## src/rtl/phy_tx_arb_pkg.sv

```systemverilog
// Shared encodings and helpers for the PHY TX packet arbiter.
// The state encoding is kept as plain constants so legacy tooling can read it.
package phy_tx_arb_pkg;

  typedef logic [1:0] state_t;

  localparam state_t IDLE  = 2'd0;
  localparam state_t XFER  = 2'd1;
  localparam state_t DRAIN = 2'd2;

  localparam int SRC_USER = 0;
  localparam int SRC_CTRL = 1;

  // Wide enough to hold max_beats itself, so the counter never wraps.
  function automatic int cnt_width(input int max_beats);
    return $clog2(max_beats + 1);
  endfunction

endpackage

```

## src/rtl/phy_tx_axis_reg.sv

```systemverilog
// One-deep AXI-stream output register: loads whenever empty or being drained,
// holds its payload while the downstream stalls.
module phy_tx_axis_reg #(
  parameter int P_DATA_W = 32,
  parameter int P_KEEP_W = 4
) (
  input  logic                clk,
  input  logic                rst,
  input  logic                load_valid,
  input  logic [P_DATA_W-1:0] load_data,
  input  logic [P_KEEP_W-1:0] load_keep,
  input  logic                load_last,
  output logic                can_load,
  output logic                m_valid,
  output logic [P_DATA_W-1:0] m_data,
  output logic [P_KEEP_W-1:0] m_keep,
  output logic                m_last,
  input  logic                m_ready
);

  assign can_load = ~m_valid | m_ready;

  always_ff @(posedge clk or posedge rst) begin
    if (rst) begin
      m_valid <= 1'b0;
      m_data  <= '0;
      m_keep  <= '0;
      m_last  <= 1'b0;
    end else if (load_valid && can_load) begin
      m_valid <= 1'b1;
      m_data  <= load_data;
      m_keep  <= load_keep;
      m_last  <= load_last;
    end else if (m_ready) begin
      m_valid <= 1'b0;
    end
  end

endmodule

```

## src/rtl/phy_tx_arbiter.sv

```systemverilog
// Packet-level round-robin arbiter between user data (source 0) and link/control
// messages (source 1) feeding the PHY TX; truncates and drains over-long packets.
module phy_tx_arbiter
  import phy_tx_arb_pkg::*;
#(
  parameter int P_DATA_W    = 32,
  parameter int P_KEEP_W    = 4,
  parameter int P_MAX_BEATS = 256
) (
  input  logic                i_clk,
  input  logic                i_rst,
  input  logic                i_gt_tx_done,
  input  logic                i_axi_s0_valid,
  input  logic [P_KEEP_W-1:0] i_axi_s0_keep,
  input  logic [P_DATA_W-1:0] i_axi_s0_data,
  input  logic                i_axi_s0_last,
  output logic                o_axi_s0_ready,
  input  logic                i_axi_s1_valid,
  input  logic [P_KEEP_W-1:0] i_axi_s1_keep,
  input  logic [P_DATA_W-1:0] i_axi_s1_data,
  input  logic                i_axi_s1_last,
  output logic                o_axi_s1_ready,
  output logic                o_axi_m_valid,
  output logic [P_KEEP_W-1:0] o_axi_m_keep,
  output logic [P_DATA_W-1:0] o_axi_m_data,
  output logic                o_axi_m_last,
  input  logic                i_axi_m_ready,
  output logic [1:0]          o_grant,
  output logic                o_err_overlong
);

  localparam int CNT_W = cnt_width(P_MAX_BEATS);
  localparam logic [CNT_W-1:0] LAST_IDX = CNT_W'(P_MAX_BEATS - 1);

  state_t             state;
  logic [1:0]         grant;
  logic               last_srv;
  logic [CNT_W-1:0]   beat_cnt;
  logic               err;

  logic               can_load;
  logic               own_ctrl;
  logic               sel_valid;
  logic               sel_last;
  logic [P_DATA_W-1:0] sel_data;
  logic [P_KEEP_W-1:0] sel_keep;
  logic               xfer_acc;
  logic               drain_acc;
  logic               at_limit;
  logic               pick_ctrl;

  assign own_ctrl = grant[SRC_CTRL];

  always_comb begin
    sel_valid = i_axi_s0_valid;
    sel_last  = i_axi_s0_last;
    sel_data  = i_axi_s0_data;
    sel_keep  = i_axi_s0_keep;
    if (own_ctrl) begin
      sel_valid = i_axi_s1_valid;
      sel_last  = i_axi_s1_last;
      sel_data  = i_axi_s1_data;
      sel_keep  = i_axi_s1_keep;
    end
  end

  assign xfer_acc  = (state == XFER) && sel_valid && can_load;
  assign drain_acc = (state == DRAIN) && sel_valid;
  assign at_limit  = (beat_cnt == LAST_IDX);

  // On a tie the source that was not served last wins.
  assign pick_ctrl = i_axi_s1_valid & (~i_axi_s0_valid | ~last_srv);

  // grant is zero in IDLE, so neither source sees ready there.
  assign o_axi_s0_ready = grant[SRC_USER] & (((state == XFER) & can_load) | (state == DRAIN));
  assign o_axi_s1_ready = grant[SRC_CTRL] & (((state == XFER) & can_load) | (state == DRAIN));

  assign o_grant        = grant;
  assign o_err_overlong = err;

  always_ff @(posedge i_clk or posedge i_rst) begin
    if (i_rst) begin
      state    <= IDLE;
      grant    <= 2'b00;
      last_srv <= 1'b1;
      beat_cnt <= '0;
      err      <= 1'b0;
    end else begin
      err <= 1'b0;
      case (state)
        IDLE: begin
          if (i_gt_tx_done && (i_axi_s0_valid || i_axi_s1_valid)) begin
            grant <= pick_ctrl ? 2'b10 : 2'b01;
            state <= XFER;
          end
        end
        XFER: begin
          if (xfer_acc) begin
            if (sel_last) begin
              state    <= IDLE;
              grant    <= 2'b00;
              last_srv <= own_ctrl;
              beat_cnt <= '0;
            end else if (at_limit) begin
              state    <= DRAIN;
              err      <= 1'b1;
              beat_cnt <= beat_cnt + CNT_W'(1);
            end else begin
              beat_cnt <= beat_cnt + CNT_W'(1);
            end
          end
        end
        DRAIN: begin
          if (drain_acc && sel_last) begin
            state    <= IDLE;
            grant    <= 2'b00;
            last_srv <= own_ctrl;
            beat_cnt <= '0;
          end
        end
        default: begin
          state <= IDLE;
          grant <= 2'b00;
        end
      endcase
    end
  end

  phy_tx_axis_reg #(
    .P_DATA_W(P_DATA_W),
    .P_KEEP_W(P_KEEP_W)
  ) u_out_reg (
    .clk       (i_clk),
    .rst       (i_rst),
    .load_valid(xfer_acc),
    .load_data (sel_data),
    .load_keep (sel_keep),
    .load_last (sel_last | at_limit),
    .can_load  (can_load),
    .m_valid   (o_axi_m_valid),
    .m_data    (o_axi_m_data),
    .m_keep    (o_axi_m_keep),
    .m_last    (o_axi_m_last),
    .m_ready   (i_axi_m_ready)
  );

endmodule

```

## config.mk

```make
export PLATFORM = sky130hd
export DESIGN_NAME = phy_tx_arbiter
export DESIGN_NICKNAME = d
export VERILOG_FILES = /design/src/rtl/phy_tx_arb_pkg.sv /design/src/rtl/phy_tx_axis_reg.sv /design/src/rtl/phy_tx_arbiter.sv
export SDC_FILE = /design/constraint.sdc
export NUM_CORES = 1
export LEC_CHECK = 0
export ABC_CLOCK_PERIOD_IN_PS = 2800
export CAP_MARGIN = 20
export CELL_PAD_IN_SITES_DETAIL_PLACEMENT = 0
export CELL_PAD_IN_SITES_GLOBAL_PLACEMENT = 1
export CORE_UTILIZATION = 33
export CTS_BUF_LIST = sky130_fd_sc_hd__clkbuf_2 sky130_fd_sc_hd__clkbuf_4 sky130_fd_sc_hd__clkbuf_8
export CTS_CLUSTER_DIAMETER = 100
export CTS_CLUSTER_SIZE = 40
export DETAILED_ROUTE_END_ITERATION = 10
export GPL_TIMING_DRIVEN = 1
export PLACE_DENSITY_LB_ADDON = 0.1
export RECOVER_POWER = 25
export SLEW_MARGIN = 40
export SYNTH_ARGS = -nofsm -noshare
export SYNTH_HDL_FRONTEND = slang
export SYNTH_SLANG_ARGS = --single-unit
```

## constraint.sdc

```tcl
create_clock -name i_clk -period 2.8 [get_ports i_clk]
set_input_delay 0.42 -clock i_clk [delete_from_list [all_inputs] [get_ports i_clk]]
set_output_delay 0.42 -clock i_clk [all_outputs]
set_load 0.02 [all_outputs]
```

Word level (Yosys, flattened, before mapping)
Index checks and enable logic that the tools add are counted.
{ "word_totals": {"latch_bits": 0, "output_inout_bits": 43, "mem_bits_ro": 0, "n_memories": 0, "word_cells": 72, "ram_bits": 0, "reg_bits": 53, "inputBits": 80} }
{ "classes": {"div": 0, "n_reduce_logical": 14, "n_lt_le_gt_ge": 0, "multipliers": 0, "muxes": 29, "eq_ne": 8, "bitwise_logic": 11, "add_sub_neg": 1, "n_shift": 0} }
{ "op_table": {"columns": ["operator", "n"], "rows": [
  ["$mux W32", 1],
  ["$mux W9", 3],
  ["$mux W2", 9],
  ["$pmux W9 S2", 1],
  ["$pmux W2 S3", 2],
  ["$reduce_and A4 Y1", 3],
  ["$mux W1", 11],
  ["$add A9 B1 Y9 const B", 1],
  ["$eq A9 B8 Y1 const B", 1],
  ["$logic_and A1 B1 Y1", 6],
  ["$and A1 B1 Y1", 4],
  ["$mux W4", 1],
  ["$ne A2 B1 Y1 const B", 2],
  ["$ne A2 B2 Y1 const B", 2],
  ["$or A1 B1 Y1", 4],
  ["$reduce_bool A2 Y1", 2],
  ["$ne A3 B3 Y1 const B", 1],
  ["$not A1 Y1", 3],
  ["$reduce_and A3 Y1", 1],
  ["$eq A2 B1 Y1 const B", 1],
  ["$eq A2 B2 Y1 const B", 1],
  ["$logic_not A2 Y1", 1],
  ["$pmux W1 S2", 1],
  ["$logic_or A1 B1 Y1", 1]
]} }

Logic depth before layout (Yosys ltp)
Gate-level depths: netlist of run 1.
{ "depth": {"depth_word": 6, "ltp_mapped": 7, "mapped_depth_nobuf": 7} }

Modules after synthesis
Synthesis of run 1 repeated with hierarchy kept, for this count alone.
{ "hier_totals": {"hier_cells": 216, "hier_area_um2": 2964.1} }
{ "by_module_without_submodules": {"columns": ["mod", "seq_area_each_um2", "area_per_inst_um2", "n_inst", "cells_per_inst"], "rows": [
  ["phy_tx_axis_reg", 950.9, 1576.5, 1, 82],
  ["phy_tx_arbiter", 376.6, 1387.6, 1, 134]
]} }

Worst setup path after synthesis of run 1
Ideal clock, no wire load.
{ "synth_path": {"path_kind": "flip-flop to output port", "startpoint": "reg grant[1], in the netlist o_grant[1]", "endpoint": "out o_axi_s1_ready", "setup_slack_ns": 0.963, "arrival_time_ns": 1.417, "path_stages_with_launch": 5, "n_path_buf": 3, "required_time_ns": 2.380, "cell_sequence": "dfrtp_1 -> buf_4 -> buf_2 -> buf_2 -> and2_1"} }
{ "synth_between": {"elab_chain_len": 1} }
{ "synth_rtl": {"columns": ["element", "line_no", "text"], "rows": [
  ["start: declaration", "phy_tx_arbiter.sv:36", "logic [1:0] grant;"],
  ["start signal: assignment", "phy_tx_arbiter.sv:93", "grant <= pick_ctrl ? 2'b10 : 2'b01;"],
  ["$and A1 B1 Y1", "phy_tx_arbiter.sv:76", "assign o_axi_s1_ready = grant[SRC_CTRL] & (((state == XFER) & can_load) | (state == DRAIN));"],
  ["end: declaration", "phy_tx_arbiter.sv:22", "output logic o_axi_s1_ready,"]
]} }
Every way passes these cells.

Worst setup path after layout of run 1
{ "layout_path": {"startpoint": "reg state[1]", "endpoint": "out o_axi_s1_ready"} }
{ "layout_between": {"elab_chain_len": 4, "word_cells_on_any_way": 5, "classes_between": "2 x eq/ne; 3 x bitwise"} }
{ "layout_rtl": {"columns": ["element", "line_no", "text"], "rows": [
  ["start: declaration", "phy_tx_arbiter.sv:35", "state_t state;"],
  ["start signal: assignment", "phy_tx_arbiter.sv:83", "state <= IDLE;"],
  ["start signal: assignment", "phy_tx_arbiter.sv:94", "state <= XFER;"],
  ["start signal: assignment", "phy_tx_arbiter.sv:100", "state <= IDLE;"],
  ["$eq A2 B1 Y1", "phy_tx_arbiter.sv:76", null],
  ["$and A1 B1 Y1", "phy_tx_arbiter.sv:76", null],
  ["$or A1 B1 Y1 *", "phy_tx_arbiter.sv:76", null],
  ["$and A1 B1 Y1 *", "phy_tx_arbiter.sv:76", null]
]} }
Every way passes the cells marked *; elsewhere a longest branch is shown, timed or not.

==> summary.md, run 1 <==
| Metric | Value |
|---|---|
| Final core utilization | 54.4% |
| # rows | 31 |
| Main synth FF type | dfrtp_1 |
| RSZ-0062 raised after global routing | false |
| Max Freq | around 400 MHz |
| Power Dens Cells | approximately 1000 mW/mm2 |
| Hpwl dp | 4.89 mm |
| Mapped Area | roughly 0.0026 mm2 |
| Post-CTS setup-driven buffer insertion count | 0 |
| Clk_lat worst skew | 0.30 ns |
| DR vias/cell | 4.71 |
| Max VDD drop | 0.436 mV |
| Worst Tran Pin Value | roughly 0.96 ns |
| Setup crit end kind | output port |
| Tmin final | around 2.5 ns |
| Largest net degree at the start of global routing | 42 |
| Synth warn | 0 |
| Die Y | 90.4 um |
| Netlist cell types | 34 |
| Router iterations before antenna repair | 4 |
| Clock skew | around 0.0084 ns |
| Gr usage total | about 16% |
| #FFs+latches synth | 53 |
| Count of pins over their slew limit | 0 |
| Status | finished, final reports clean |
| Max Root-Sink Buffers | 2 |
| CP max FO | 5 |
| Synth Area per Inst | just over 10 um2 |
| Hold_buf cts | 0 |
| Startpoint types | register |
| CTS buffer count | 5 |
| FFs w/ async S/R, synth | 100% |
| Worst EP required | between 2 and 2.5 ns |
| Final Cycle Share | about nine tenths |
| Slew margin rel. | 35.7% |
| Crit-path slowest cell | clkdlybuf4s50_1 |
| Crit path largest cell delay | ~0.60 ns |
| Clock sinks | 53 |
| DR WL/cell | 13.6 um |
| Total congestion overflow | 0 |
| Setup TNS | 0 ns |
| Ratio of cells with drive above 1 in the final layout | between 5 and 6% |
| Layout overhead on the synthesized area | 56.1% |
| Final #Nets | ~460 |
| Hold Crit Depth | 1 |
| H-tree depth | 2 |
| CTS root buffer | clkbuf_8 |
| Final Wtd Congestion | about 0.76 |
| CTS tree | built |
| CP Class | register to output port |
| Final hold vios | 0 |
| DRT iter0 DRCs | 86 |
| Global-route wire length before repair | roughly 11 mm |
| I/O pin cnt | between 100 and 150 |
| CORE AREA | between 0.007 and 0.008 mm2 |
| Die X-Extent | 90.4 um |
| Total Wirelength | between 6 and 7 mm |
| Port bufs | roughly 120 |
| # DRC | 0 |
| Initial core utilization | 34.8% |
| Register Area | 0.00133 mm2 |
| Clock slew seen by the registers of the worst setup and hold paths | 0.10 ns |
| Worst Hold Class | register to register |
| Max-Cap Viols | 0 |
| CTS resizes | 0 |
| CP cell instances | nand2b_1 > o21ai_0 > and2_1 > clkdlybuf4s50_1 |
| Reg2reg path depth | 7 |
| Footprint of the multi-input gates | ~0.0012 mm2 |
| LEAKAGE | 1.60 nW |
| Syn Nets | around 330 |
| Vias in the first global route | around 2.1k |
| Antenna-violating nets left | 0 |
| Seq/Total Area, Yosys | between 50% and 60% |
| Via Count | around 2.2k |
| Final setup fails | 0 |
| Syn Inst Count | approximately 250 |
| Fillers | 680 |
| Initial antenna violation count | 0 |
| Worst Path Arrival | roughly 2.1 ns |
| Die area | 0.00818 mm2 |
| Ant. Diodes | 0 |
| EDFF count, synth | 0 |
## cell type report
type                       count  share of cell area [%]
clock buffer                   5                    1.71
tap                           99                    3.08
multi-input combinational    181                    29.0
sequential                    53                    33.0
clock inverter                 3                    1.62
inverter                       5                   0.466
timing repair buffer         127                    31.2
## stage by stage
| stage | power (mW) | cell area [um2] | cells | hold WS, ns | setup slack (ns) |
|---|---|---|---|---|---|
| 2_1_floorplan | 2.47 | 2580 | 252 | 0.439 | 0.963 |
| 3_3_place_gp | 3.34 | 3910 | 465 | 0.457 | 0.461 |
| 3_5_place_dp | 3.37 | 3910 | 465 | 0.472 | 0.398 |
| 4_1_cts | 3.98 | 4040 | 473 | 0.485 | 0.248 |
| 5_1_grt | 4.19 | 4030 | 473 | 0.515 | 0.105 |
| 6_report | 3.92 | 4030 | 473 | 0.483 | 0.286 |
## cell usage after synthesis (3+ instances only)
master | count | area [um2]
a21oi_1 | 42 | 210
and2_1 | 4 | 25.0
buf_2 | 8 | 40.0
mux2i_1 | 38 | 380
dfrtp_1 | 52 | 1300
nand2_1 | 8 | 30.0
o21ai_0 | 9 | 45.0
a31oi_1 | 5 | 31.3
and3_1 | 3 | 18.8
nand3_1 | 4 | 20.0
nor2_1 | 41 | 154
nand2b_1 | 6 | 37.5
inv_1 | 5 | 18.8
## cell usage in the layout, fill, tap and decap left out, types with 2 or more instances in the layout
cell type,synthesis,final
a21oi_1,42,42
a31oi_1,5,5
and2_1,4,4
and3_1,3,3
buf_4,2,4
bufinv_16,0,2
clkbuf_8,0,5
clkdlybuf4s50_1,0,121
dfrtp_1,52,51
ha_1,2,2
inv_1,5,5
mux2_2,2,2
mux2i_1,38,38
nand2_1,8,8
nand2b_1,6,6
nand3_1,4,4
nand4_1,2,2
nor2_1,41,41
o21ai_0,9,9
o21bai_1,2,2
## critical path: cells and delay by family, from the launching register on
family	cells	cell delay, ns
buffers and inverters	1	0.60
AND/OR/NAND/NOR	2	0.45
AO/OA/AOI/OAI	1	0.32
flip-flops	1	0.41
## state kept, by name, summed over array words and instances, names as in the netlist, 2 cells and up
name and count:
state 2, u_out_reg.m_keep 4, o_grant 2, u_out_reg.m_data 32, beat_cnt 9
## routing by layer
metal | up-vias | global-route usage, % | wire length [um]
met3 | 10 | 4.29 | 362
met1 | 1013 | 21.8 | 3130
li1 | 1128 | - | -
met4 | 0 | 4.70 | 106
met2 | 75 | 25.7 | 2860
met5 | - | 0 | 0
## report_power, final
group | leakage [nW] | internal, mW | switching [mW]
Sequential | 0.616 | 1.08 | 0.174
Clock | 0.0681 | 0.355 | 0.247
Combinational | 0.919 | 0.974 | 1.09
## logic make-up (layout without fill, tap and decap cells)
family,after synthesis,after routing,synth area share (%)
AND/OR/NAND/NOR,73,73,13.5
AO/OA/AOI/OAI,65,65,14.0
adder cells (fa/ha/maj),2,2,0.970
buffers and inverters,18,140,3.59
flip-flops,53,53,51.5
multiplexers,41,41,16.5
## worst paths after layout
kind	from	endpoint	slack (ns)
max	state[1]	o_axi_s1_ready	0.29
min	state[1]	state[0]	0.48
max reg2reg	beat_cnt[0]	state[0]	0.86
min reg2reg	state[1]	state[0]	0.48
max in group asynchronous	i_rst	u_out_reg.m_data[11]	0.80
min in group asynchronous	i_rst	u_out_reg.m_data[12]	0.77
No activity file was read; power rests on OpenSTA's default activity.
==> inputs of run 2 (changes only) <==
SKIP_CTS_REPAIR_TIMING = 1   (was not set)
SLEW_MARGIN = 10   (was 40)
==> results of run 2 <==
Final layout, timing and power as in run 1 (identical DEF).
==> inputs of run 3 (changes only) <==
MAX_ROUTING_LAYER = met4   (was not set)
==> summary.md, run 3 (synthesized netlist as in run 1, its figures left out) <==
| Metric | Value |
|---|---|
| Power Dens Cells | between 900 and 1000 mW/mm2 |
| # DRC | 0 |
| Pint | approximately 2.4 mW |
| LEAKAGE | approximately 1.6 nW |
| Switching Power | roughly 1.5 mW |
| CTS buffer count | 5 |
| Max Freq | around 400 MHz |
| DR vias/cell | around 4.7 |
| Most common cell after layout, fill and taps aside | clkdlybuf4s50_1 |
| CP Class | register to output port |
| Tmin final | between 2 and 3 ns |
| Max reg flops | 32 |
| Top delay family on crit path | buffers and inverters |
| Vias in the first global route | ~2.1k |
| Fin Hold WS | just under 0.5 ns |
| Ant. Diodes | 0 |
| CP cell instances | nand2b_1 > o21ai_0 > and2_1 > clkdlybuf4s50_1 |
| Worst Tran Pin Value | ~0.97 ns |
| RSZ-0062 raised after global routing | false |
| Port bufs | roughly 120 |
| Ratio of cells with drive above 1 in the final layout | just under 6% |
| Final setup fails | 0 |
| Status | finished, final reports clean |
| Largest net degree at the start of global routing | 42 |
| Setup crit end kind | output port |
| Via Count | approximately 2.2k |
| Crit-path slowest cell | clkdlybuf4s50_1 |
| Total Wirelength | approximately 6.4 mm |
| Global-route wire length before repair | 10.5 mm |
| Clk_lat worst skew | about 0.3 ns |
| Commonest non-fill, non-tap cells in the layout | clkdlybuf4s50_1 (121), dfrtp_1 (51), a21oi_1 (42) |
| Top reg by flops | u_out_reg.m_data |
| Die X-Extent | approximately 90 um |
| Clock slew seen by the registers of the worst setup and hold paths | 0.10 ns |
| CTS root buffer | clkbuf_8 |
| Clock sinks | between 50 and 60 |
| Crit path largest cell delay | roughly 0.6 ns |
| Clk pwr share | ~15% |
| Setup TNS | 0 ns |
| Initial core utilization | 34.8% |
| Die area | between 0.008 and 0.009 mm2 |
| Top flop regs | u_out_reg.m_data x32, beat_cnt x9, u_out_reg.m_keep x4 |
| Final #Nets | 455 |
| Final Wtd Congestion | slightly below 0.8 |
| # rows | 31 |
| CORE AREA | 0.00741 mm2 |
| Router iterations before antenna repair | 4 |
| CP max FO | 5 |
| DRT iter0 DRCs | between 80 and 90 |
| Fillers | ~700 |
| Slew margin rel. | 35.6% |
| Worst EP required | 2.38 ns |
| Layout overhead on the synthesized area | 56.1% |
| Die Y | roughly 90 um |
| Worst Hold Class | register to register |
| Sequential share of power | ~32% |
| Max Root-Sink Buffers | 2 |
| Count of pins over their slew limit | 0 |
| Gr usage total | roughly 17% |
| Worst Path Arrival | between 2 and 2.5 ns |
| Hpwl dp | just under 5 mm |
| H-tree depth | 2 |
| Final Cycle Share | approximately 90% |
| Max VDD drop | between 0.4 and 0.5 mV |
| DR WL/cell | 13.6 um |
| Clock skew | 0.00689 ns |
| Logic pwr share | 52.6% |
| Max-Cap Viols | 0 |
| I/O pin cnt | roughly 120 |
| Startpoint types | register |
| Switching share of power | between 30% and 40% |
| WP buf/inv | 1 |
| Total congestion overflow | 0 |
| CTS tree | built |
| Final hold vios | 0 |
| Antenna-violating nets left | 0 |
| Initial antenna violation count | 0 |
[run 3: cell counts in the layout (fill, tap and decap cells not counted)]
No cell type changed its count.
[run 3: per-layer routing]
metal,global-route usage [%],up-vias,part of all wire (%)
li1,-,1129,-
met1,22.0,1015,48
met2,25.7,75,45
met3,4.29,10,5.6
met4,4.70,0,1.6
met5,-,-,0
[run 3: final cells by class]
cell class,count,area (um2),area share (%)
clock inverters,3,65.1,1.62
flip-flops and latches,53,1330,33.0
inverters,5,18.8,0.466
well taps,99,124,3.08
clock buffers,5,68.8,1.71
multi-input cells,181,1170,29.0
repair buffers,127,1260,31.2
[run 3: per-stage QoR]
step	instances	area [um2]	worst slack [ns]	total power, mW	util (%)
5_1_grt	473	4030	0.101	4.19	54.4
2_1_floorplan	252	2580	0.963	2.47	-
3_5_place_dp	465	3910	0.398	3.37	52.8
3_3_place_gp	465	3910	0.461	3.34	52.8
4_1_cts	473	4040	0.248	3.98	54.6
6_report	473	4030	0.283	3.92	54.4
[run 3: path summary, 6_finish.rpt]
| check | startpoint | to | slack, ns | cells after the start |
|---|---|---|---|---|
| worst max-delay path | state[1] | o_axi_s1_ready | 0.28 | 4 |
| worst min-delay path | state[1] | state[0] | 0.48 | 1 |
| worst max register to register | beat_cnt[0] | state[0] | 0.86 | 7 |
| worst min register to register | state[1] | state[0] | 0.48 | 1 |
| max in group asynchronous | i_rst | u_out_reg.m_data[11] | 0.80 | 3 |
| min in group asynchronous | i_rst | u_out_reg.m_data[12] | 0.77 | 2 |
[run 3: power by group through the flow]
stage / clock, mW / sequential [mW] / combinational [mW]
after floorplan: 0 / 1.60 / 0.866
final: 0.602 / 1.26 / 2.06
after global placement: 0 / 1.27 / 2.07
after global routing: 0.659 / 1.30 / 2.23
after detailed placement: 0 / 1.28 / 2.10
after CTS: 0.619 / 1.26 / 2.10
